`config.mk`:
```
export PLATFORM = sky130hd
export DESIGN_NAME = pixel_block_writer
export DESIGN_NICKNAME = d
export VERILOG_FILES = /design/src/rtl/gpu_pkg.sv /design/src/rtl/pbw_out_reg.sv /design/src/rtl/pixel_block_writer.sv
export SDC_FILE = /design/constraint.sdc
export NUM_CORES = 1
export LEC_CHECK = 0
export ABC_AREA = 1
export CORE_MARGIN = 2
export CORE_UTILIZATION = 30
export DETAILED_ROUTE_END_ITERATION = 6
export MAX_ROUTING_LAYER = met4
export SETUP_SLACK_MARGIN = 0.02
export SYNTH_ARGS = -nofsm -noshare
export SYNTH_HDL_FRONTEND = slang
export SYNTH_SLANG_ARGS = --single-unit
```
`constraint.sdc`:
```
create_clock -name clk -period 6.3 [get_ports clk]
set_input_delay 0.945 -clock clk [delete_from_list [all_inputs] [get_ports clk]]
set_output_delay 0.945 -clock clk [all_outputs]
set_load 0.02 [all_outputs]
```
`src/rtl/gpu_pkg.sv`:
```
// Shared GPU definitions: VRAM pixel format, write-block geometry and the
// accumulator state encoding used by pixel_block_writer.
package gpu_pkg;

  localparam int PIX_W      = 16;
  localparam int BLK_PIX    = 8;
  localparam int BLK_ADDR_W = 16;
  localparam int BLK_DATA_W = PIX_W * BLK_PIX;

  // PSX VRAM halfword: bit 15 mask, 14:10 blue, 9:5 green, 4:0 red
  typedef struct packed {
    logic       mask;
    logic [4:0] b;
    logic [4:0] g;
    logic [4:0] r;
  } pixel_t;

  typedef enum logic [1:0] {
    ACC_EMPTY  = 2'd0,
    ACC_FILL   = 2'd1,
    ACC_CLOSED = 2'd2
  } acc_state_t;

  function automatic pixel_t pack_pixel(input logic       set_mask,
                                        input logic [4:0] r,
                                        input logic [4:0] g,
                                        input logic [4:0] b);
    pixel_t p;
    p.mask = set_mask;
    p.b    = b;
    p.g    = g;
    p.r    = r;
    return p;
  endfunction

endpackage

```
`src/rtl/pbw_out_reg.sv`:
```
// Valid/ready holding register for finished write blocks. Lets the
// accumulator start the next block while this one waits for the arbiter.
module pbw_out_reg
  import gpu_pkg::*;
(
  input  logic                  clk,
  input  logic                  rst,
  input  logic                  load,
  input  logic [BLK_ADDR_W-1:0] in_addr,
  input  logic [BLK_DATA_W-1:0] in_data,
  input  logic [BLK_PIX-1:0]    in_mask,
  input  logic                  ready,
  output logic                  valid,
  output logic [BLK_ADDR_W-1:0] addr,
  output logic [BLK_DATA_W-1:0] data,
  output logic [BLK_PIX-1:0]    mask,
  output logic                  free
);

  // The register can take a new block when empty or when the current one leaves this cycle
  assign free = !valid || ready;

  // Capture a committed block, drop it once the arbiter accepts it
  always_ff @(posedge clk or posedge rst) begin
    if (rst) begin
      valid <= 1'b0;
      addr  <= '0;
      data  <= '0;
      mask  <= '0;
    end else if (load) begin
      valid <= 1'b1;
      addr  <= in_addr;
      data  <= in_data;
      mask  <= in_mask;
    end else if (ready) begin
      valid <= 1'b0;
    end
  end

endmodule

```
`src/rtl/pixel_block_writer.sv`:
```
// Packs dithered 5:5:5 pixels into PSX VRAM halfwords and coalesces
// horizontally adjacent pixels into 8-pixel aligned write blocks with a
// per-pixel write mask. Blocks close on tag change, full mask or flush.
// Build option PBW_OUTPUT_BUFFER_EN: adds pbw_out_reg after the accumulator
// so a new block can fill while the previous one waits for the arbiter.
module pixel_block_writer
  import gpu_pkg::*;
(
  input  logic                  clk,
  input  logic                  rst,
  input  logic                  i_pixValid,
  output logic                  o_pixReady,
  input  logic [9:0]            i_pixX,
  input  logic [8:0]            i_pixY,
  input  logic [4:0]            i_r,
  input  logic [4:0]            i_g,
  input  logic [4:0]            i_b,
  input  logic                  i_setMask,
  input  logic                  i_flush,
  output logic                  o_blkValid,
  input  logic                  i_blkReady,
  output logic [BLK_ADDR_W-1:0] o_blkAddr,
  output logic [BLK_DATA_W-1:0] o_blkData,
  output logic [BLK_PIX-1:0]    o_blkPixMask,
  output logic                  o_idle
);

  acc_state_t            state, state_next;
  logic                  flush_pend, flush_pend_next;
  logic [BLK_ADDR_W-1:0] tag;
  logic [BLK_DATA_W-1:0] data;
  logic [BLK_PIX-1:0]    mask;

  logic [BLK_ADDR_W-1:0] pix_tag;
  logic [2:0]            slot;
  logic [PIX_W-1:0]      pix_word;
  logic [BLK_PIX-1:0]    slot_bit;
  logic [BLK_DATA_W-1:0] fresh_data;
  logic [BLK_PIX-1:0]    mask_written;
  logic                  tag_match;
  logic                  pix_ready;
  logic                  pix_fire;
  logic                  start_new;
  logic                  commit;
  logic                  out_free;

  assign pix_tag   = {i_pixY, i_pixX[9:3]};
  assign slot      = i_pixX[2:0];
  assign pix_word  = pack_pixel(i_setMask, i_r, i_g, i_b);
  assign slot_bit  = BLK_PIX'(1) << slot;
  assign tag_match = (pix_tag == tag);

  assign pix_fire     = i_pixValid && pix_ready;
  assign start_new    = pix_fire && (state != ACC_FILL);
  assign mask_written = start_new ? slot_bit : (mask | slot_bit);
  assign o_pixReady   = pix_ready;

  // A pixel that opens a block lands in an otherwise cleared data word
  always_comb begin
    fresh_data = '0;
    fresh_data[{slot, 4'b0000} +: PIX_W] = pix_word;
  end

  // State register for the accumulator FSM and the pending-flush flag
  always_ff @(posedge clk or posedge rst) begin
    if (rst) begin
      state      <= ACC_EMPTY;
      flush_pend <= 1'b0;
    end else begin
      state      <= state_next;
      flush_pend <= flush_pend_next;
    end
  end

  // Next-state: open on first pixel, close on full/flush/tag change, empty on commit
  always_comb begin
    state_next      = state;
    flush_pend_next = flush_pend;
    case (state)
      ACC_EMPTY: begin
        if (pix_fire) begin
          state_next      = (i_flush || mask_written == '1) ? ACC_CLOSED : ACC_FILL;
          flush_pend_next = i_flush;
        end else begin
          flush_pend_next = i_flush;
        end
      end
      ACC_FILL: begin
        if (i_flush || flush_pend) begin
          state_next      = ACC_CLOSED;
          flush_pend_next = 1'b1;
        end else if (pix_fire && mask_written == '1) begin
          state_next = ACC_CLOSED;
        end else if (i_pixValid && !tag_match) begin
          state_next = ACC_CLOSED;
        end
      end
      ACC_CLOSED: begin
        flush_pend_next = flush_pend | i_flush;
        if (commit) begin
          flush_pend_next = i_flush;
          if (pix_fire) begin
            state_next = i_flush ? ACC_CLOSED : ACC_FILL;
          end else begin
            state_next = ACC_EMPTY;
          end
        end
      end
      default: begin
        state_next      = ACC_EMPTY;
        flush_pend_next = 1'b0;
      end
    endcase
  end

  // Outputs of the FSM: pixel acceptance and block commit
  always_comb begin
    pix_ready = 1'b0;
    commit    = 1'b0;
    case (state)
      ACC_EMPTY:  pix_ready = 1'b1;
      ACC_FILL:   pix_ready = tag_match;
      ACC_CLOSED: begin
        commit = out_free;
`ifdef PBW_OUTPUT_BUFFER_EN
        pix_ready = out_free;
`else
        pix_ready = 1'b0;
`endif
      end
      default: pix_ready = 1'b0;
    endcase
  end

  // Accumulator datapath: later writes to the same slot overwrite earlier ones
  always_ff @(posedge clk or posedge rst) begin
    if (rst) begin
      tag  <= '0;
      data <= '0;
      mask <= '0;
    end else if (pix_fire) begin
      if (start_new) begin
        tag  <= pix_tag;
        data <= fresh_data;
        mask <= slot_bit;
      end else begin
        data[{slot, 4'b0000} +: PIX_W] <= pix_word;
        mask <= mask | slot_bit;
      end
    end
  end

`ifdef PBW_OUTPUT_BUFFER_EN
  pbw_out_reg u_out_reg (
    .clk     (clk),
    .rst     (rst),
    .load    (commit),
    .in_addr (tag),
    .in_data (data),
    .in_mask (mask),
    .ready   (i_blkReady),
    .valid   (o_blkValid),
    .addr    (o_blkAddr),
    .data    (o_blkData),
    .mask    (o_blkPixMask),
    .free    (out_free)
  );
`else
  assign o_blkValid   = (state == ACC_CLOSED);
  assign o_blkAddr    = tag;
  assign o_blkData    = data;
  assign o_blkPixMask = mask;
  assign out_free     = !o_blkValid || i_blkReady;
`endif

  assign o_idle = (state == ACC_EMPTY) && !o_blkValid && !flush_pend;

endmodule

```
==> results.md, run 1 <==
* Status: completed
* Post-synthesis sequential area ratio at 56.8%
* Crit path time final at 3.77 ns
* WHS Endpoint: o_blkData[82]
* Max Freq at 265 MHz
* Worst R2R Path Depth at 12
* Boundary Pins at 195
* Number of clock sinks at 155
* Synth-to-layout area growth at 39.7%
* Worst Path Required at 5.35 ns
* First-pass GRT wire length at 33200 um
* Setup CP Type: in2out
* R2R setup slack at 3.93 ns
* Initial antenna violation count at 0
* Hold depth at 2
* Post-place setup slack at 2.20 ns
* Initial core utilization at 30.3%
* Row count at 55
* Synth area leader: dfrtp_1
* Overall Power at 0.00410 W
* Power Density at 430 mW/mm^2
* Clock Path Buffers at 2
* Worst Hold Launch: o_blkData[82]
* # nets final at 1047
* Port bufs at 194
* Routed WL at 21300 um
* Top_reg_cell synth: dfrtp_1
* Max-cap violations at 0
* DRT antenna net count at 0
* Post-synth EDFFs at 0
* Total global routing overflow at 0
* Fin worst setup slack at 2.53 ns
* Worst setup SP type: input pin
* Synth Area per Inst at 8.24 um^2
* #FFs+latches synth at 155
* Inserted Clock Buffers at 17
* Tightest Pin Transition at 1.12 ns
* GR Util All Layers at 18.6%
* Routed vias at 5843
* Syn Std Cell Area at 0.00683 mm^2
* Die span in x at 155 um
* Count of final setup violators at 0
* Synth top area cells: dfrtp_1, nand2_1, nand3_1
* Total core area at 0.0225 mm^2
* Vias in the first global route at 5677
* DRT Pass-1 Iters at 5
* Synthesis warning total at 0
* Final count of pins violating max slew at 0
* Most frequent cell after synthesis: nand2_1
* DR WL/cell at 16.4 um
* Post-CTS Setup Bufs at 0
* Synth top area share at 56.8%
* Drt initial violations at 346
* Maximum net fanout on the critical path at 4
* Worst r2r src: o_blkAddr[11]
* Cts repair resizes at 0
* Clock slew at reported path FFs at 0.07 ns
* CTS Root Cell: clkbuf_16
* Die area at 0.0240 mm^2
* Slew HR at 24.9%
* # diodes at 0
* R2r endpoint: o_blkData[32]
* Library cells used by synthesis at 33
* Die Y at 155 um
* Crit path arrival time at 2.82 ns
* Worst VDD drop at 0.000162 V
* Detailed Place HPWL at 14700 um
* Placer congestion estimate at 0.791
* Leakage power at 4.71 nW
* Share of layout cells above drive strength 1 at 5.82%
* RSZ-0062 raised after global routing: false
* Worst setup EP type: output port
* Final period utilization at 59.8%
* Via/cell ratio at 4.50
* Htree depth at 4
* Largest net degree at the start of global routing at 112
* Hold Buf Count CTS at 0
* Worst hold path type: reg2reg
* TNS Setup at 0 ns
* Final Hold Violating Endpoints at 0
* Ys async rst share at 100%
* Most frequent cells after synthesis: nand2_1, dfrtp_1, nand3_1
* Clk Latency, worst-skew pair at 0.43 ns
* Post-Syn Instances at 829
* Final Skew at 0.0139 ns
* Syn nets at 875
* DRC errors left at 0
* CTS tree: built
## metal layers
metal  vias up  GRT usage (%)  routed length [um]
met2       155           28.6               10000
met5         -              -                   0
met3        24           3.40                 950
met1      2755           24.9                9790
met4         0           6.66                 494
li1       2909              -                   -
## worst max-delay path: stages
cell and delay, ns:
clkdlybuf4s50_1 0.48, inv_1 0.05, nand2_1 0.05, nand2_1 0.05, nor2_1 0.16, nand2_1 0.09, nor2_2 0.15, nand3_2 0.11
nand2_4 0.10, clkdlybuf4s50_1 0.65
## sequential cells by signal (all words and copies together) (netlist names)
register,cells
flush_pend,1
o_blkData,128
o_blkPixMask,8
o_blkAddr,16
state,2
## report_power, final
part | internal [W] | leakage [nW] | switching (W)
clock network | 0.000543 | 0.300 | 0.000511
logic | 0.000657 | 2.31 | 0.000942
registers | 0.00126 | 2.10 | 0.000185
total | 0.00246 | 4.71 | 0.00164
## cell usage in the layout, fill, tap and decap left out
cell type and n:
inv_1 50, inv_2 1, inv_8 4, nor2_8 2, ha_1 6, clkinv_8 7, nand2_4 2, dfrtp_1 155
a21boi_0 1, nand4_1 4, clkinv_4 1, buf_4 4, nor2_4 3, nand2_1 404, inv_6 5, o21ai_2 2
nor2_1 22, o21ai_1 12, o22ai_1 2, o21ai_0 46, nand3_1 53, nor3_2 1, nor2_2 4, nand3_2 1
clkbuf_16 17, xor2_1 1, nand2_2 4, nor3_1 1, or2_2 1, a21oi_1 1, o211ai_1 2, clkinv_1 1
clkdlybuf4s50_1 194
## metrics by stage
stage | utilization [%] | cells | cell area (um^2) | hold WS (ns)
after floorplan | - | 829 | 6830 | 0.522
after global placement | 39.6 | 1267 | 8920 | 0.452
after detailed placement | 39.6 | 1267 | 8920 | 0.457
after CTS | 42.4 | 1299 | 9540 | 0.474
after global routing | 42.4 | 1299 | 9540 | 0.492
final | 42.4 | 1299 | 9540 | 0.471
## cell type report
class | instances | area (um^2)
clock inverters | 15 | 194
clock buffers | 17 | 425
repair buffers | 198 | 1970
well taps | 285 | 357
flip-flops and latches | 155 | 3880
fillers | 2243 | 13000
inverters | 54 | 213
multi-input cells | 575 | 2500
## worst max-delay path by stage
| stage | to | start | slack, ns |
|---|---|---|---|
| after floorplan | flush_pend | rst | 1.18 |
| after global placement | o_blkData[99] | i_pixX[0] | 2.26 |
| after detailed placement | o_blkData[16] | i_pixX[0] | 2.20 |
| after CTS | o_pixReady | i_pixY[3] | 2.52 |
| after global routing | o_blkData[18] | i_pixX[0] | 2.32 |
| final | o_pixReady | i_pixY[3] | 2.53 |
## logic make-up after synthesis
group / synth area share, %
AO/OA/AOI/OAI: 5.09
XOR/XNOR: 0.128
adder cells (fa/ha/maj): 1.10
buffers and inverters: 6.60
flip-flops: 56.8
AND/OR/NAND/NOR: 30.3
Note: power is estimated with default switching activity, not from simulation.
==> run 2: changes to the inputs <==
clock period = 3.55 ns   (was 6.3 ns; I/O delays follow)
==> results.md, run 2 (same netlist as run 1, synthesis figures left out) <==
* Post-CTS Setup Bufs at 0 (unchanged)
* Count of final setup violators at 0 (unchanged)
* Worst r2r src: o_blkAddr[10]
* Status: completed
* Die Y at 155 um (unchanged)
* Worst setup SP type: input pin
* Max-cap violations at 0 (unchanged)
* WHS Endpoint: o_blkData[116]
* Row count at 55 (unchanged)
* Vias in the first global route at 5783 (+1.9%)
* Largest net degree at the start of global routing at 42 (-63%)
* Leakage power at 4.77 nW (+1.2%)
* Total global routing overflow at 0 (unchanged)
* Dpl cell area at 0.00902 mm^2 (+1.1%)
* Clk Latency, worst-skew pair at 0.43 ns (about the same)
* TNS Setup at 0 ns (unchanged)
* Setup CP Type: in2out
* Final Skew at 0.0144 ns (+0.000468 ns)
* Final count of pins violating max slew at 0 (unchanged)
* DR WL/cell at 16.3 um (-0.38%)
* Detailed Place HPWL at 15000 um (+2.2%)
* Max layer used: met4
* Hold depth at 2 (unchanged)
* Met1 wire length at 9900 um (+1.1%)
* Clock Path Buffers at 2 (unchanged)
* Worst R2R Path Depth at 11 (-1)
* First-pass GRT wire length at 33200 um (about the same)
* Initial core utilization at 30.3% (unchanged)
* Htree depth at 4 (unchanged)
* Most frequent cells in the layout: nand2_1, clkdlybuf4s50_1, dfrtp_1
* GR Util All Layers at 18.7% (+0.042 points)
* Slew HR at 44.8% (+20 points)
* Maximum net fanout on the critical path at 4 (unchanged)
* Synth-to-layout area growth at 41.2%
* Routed WL at 21400 um (+0.39%)
* Boundary Pins at 195 (unchanged)
* RSZ-0062 raised after global routing: false
* Placer congestion estimate at 0.828 (+4.7%)
* Hold Buf Count CTS at 0 (unchanged)
* DRT Pass-1 Iters at 4 (-1)
* # diodes at 0 (unchanged)
* Power Density at 756 mW/mm^2 (+76%)
* CTS tree: built
* Clock slew at reported path FFs at 0.07 ns (about the same)
* Final period utilization at 81.9%
* DRC errors left at 0 (unchanged)
* R2r endpoint: o_blkData[34]
* Overall Power at 0.00729 W (+78%)
* Crit path time final at 2.91 ns
* Inserted Clock Buffers at 17 (unchanged)
* Tightest Pin Transition at 0.828 ns (-0.292 ns)
* Worst Path Required at 3.02 ns (-2.33 ns)
* Number of clock sinks at 155 (unchanged)
* # nets final at 1057 (+0.96%)
* Crit path arrival time at 2.38 ns (-0.44 ns)
* Cts repair resizes at 0 (unchanged)
* Routed vias at 5974 (+2.2%)
* Port bufs at 194 (unchanged)
* DRT antenna net count at 0 (unchanged)
* Fillers at 2227 (-0.71%)
* Final Hold Violating Endpoints at 0 (unchanged)
* Worst hold path type: reg2reg
* Worst VDD drop at 0.000277 V (+71%)
* CTS Root Cell: clkbuf_16
* Worst Hold Launch: o_blkData[116]
* Initial antenna violation count at 0 (unchanged)
* Worst setup EP type: output port
* Total core area at 0.0225 mm^2 (unchanged)
* Die span in x at 155 um (unchanged)
* Max Freq at 344 MHz
* Max reg flops at 128 (unchanged)
* Via/cell ratio at 4.56 (+1.5%)
* Die area at 0.0240 mm^2 (unchanged)
* R2R setup slack at 1.21 ns (-2.72 ns)
* Most common cell after layout, fill and taps aside: nand2_1
* WL met2 at 9980 um (-0.64%)
* Drt initial violations at 344 (-0.58%)
* Share of layout cells above drive strength 1 at 6.74% (+0.92 points)
* Met3 WL at 993 um (+4.5%)
* Fin area at 0.00964 mm^2 (+1.1%)
* Final core utilization at 42.8% (+0.46 points)
==> run 2: critical path, cell delays in order <==
cell and delay, ns:
clkdlybuf4s50_1 0.47, inv_1 0.05, nand2_1 0.05, nand2_1 0.05, nor2_1 0.15, nand2_1 0.08
nor2_2 0.15, nand3_2 0.11, nand2_4 0.10, clkdlybuf4s50_1 0.63
==> run 2: cell type report <==
type / instances / area [um^2] / area share, %
flip-flops and latches: 155 / 3880 / 40.2
multi-input cells: 575 / 2500 / 25.9
repair buffers: 208 / 2070 / 21.5
clock buffers: 17 / 425 / 4.41
well taps: 285 / 357 / 3.70
inverters: 54 / 211 / 2.19
clock inverters: 15 / 199 / 2.06
==> run 2: worst max-delay path by stage <==
stage	cells past startpoint	slack, ns	end	start
final	10	0.64	o_pixReady	i_pixY[3]
after global placement	14	0.41	o_blkData[80]	i_pixX[0]
after CTS	10	0.62	o_pixReady	i_pixY[3]
after floorplan	1	1.06	flush_pend	rst
after global routing	10	0.48	o_pixReady	i_pixY[1]
after detailed placement	14	0.42	o_blkData[80]	i_pixX[0]
==> run 2: through the flow <==
step | setup WS [ns] | instances | hold slack [ns]
after floorplan | 1.06 | 829 | 0.522
after global placement | 0.413 | 1277 | 0.454
after detailed placement | 0.421 | 1277 | 0.457
after CTS | 0.618 | 1309 | 0.476
after global routing | 0.484 | 1309 | 0.493
final | 0.642 | 1309 | 0.472
==> run 2: power by group <==
group          internal [W]  leakage, nW  switching (W)
registers           0.00224         2.10       0.000326
clock network      0.000961        0.300       0.000882
logic               0.00118         2.37        0.00169
total               0.00439         4.77        0.00290
==> run 2: metal layers <==
| metal | vias up | global-route usage, % |
|---|---|---|
| met5 | - | - |
| met4 | 0 | 6.92 |
| met3 | 25 | 3.84 |
| met2 | 178 | 28.3 |
| met1 | 2842 | 24.8 |
| li1 | 2929 | - |
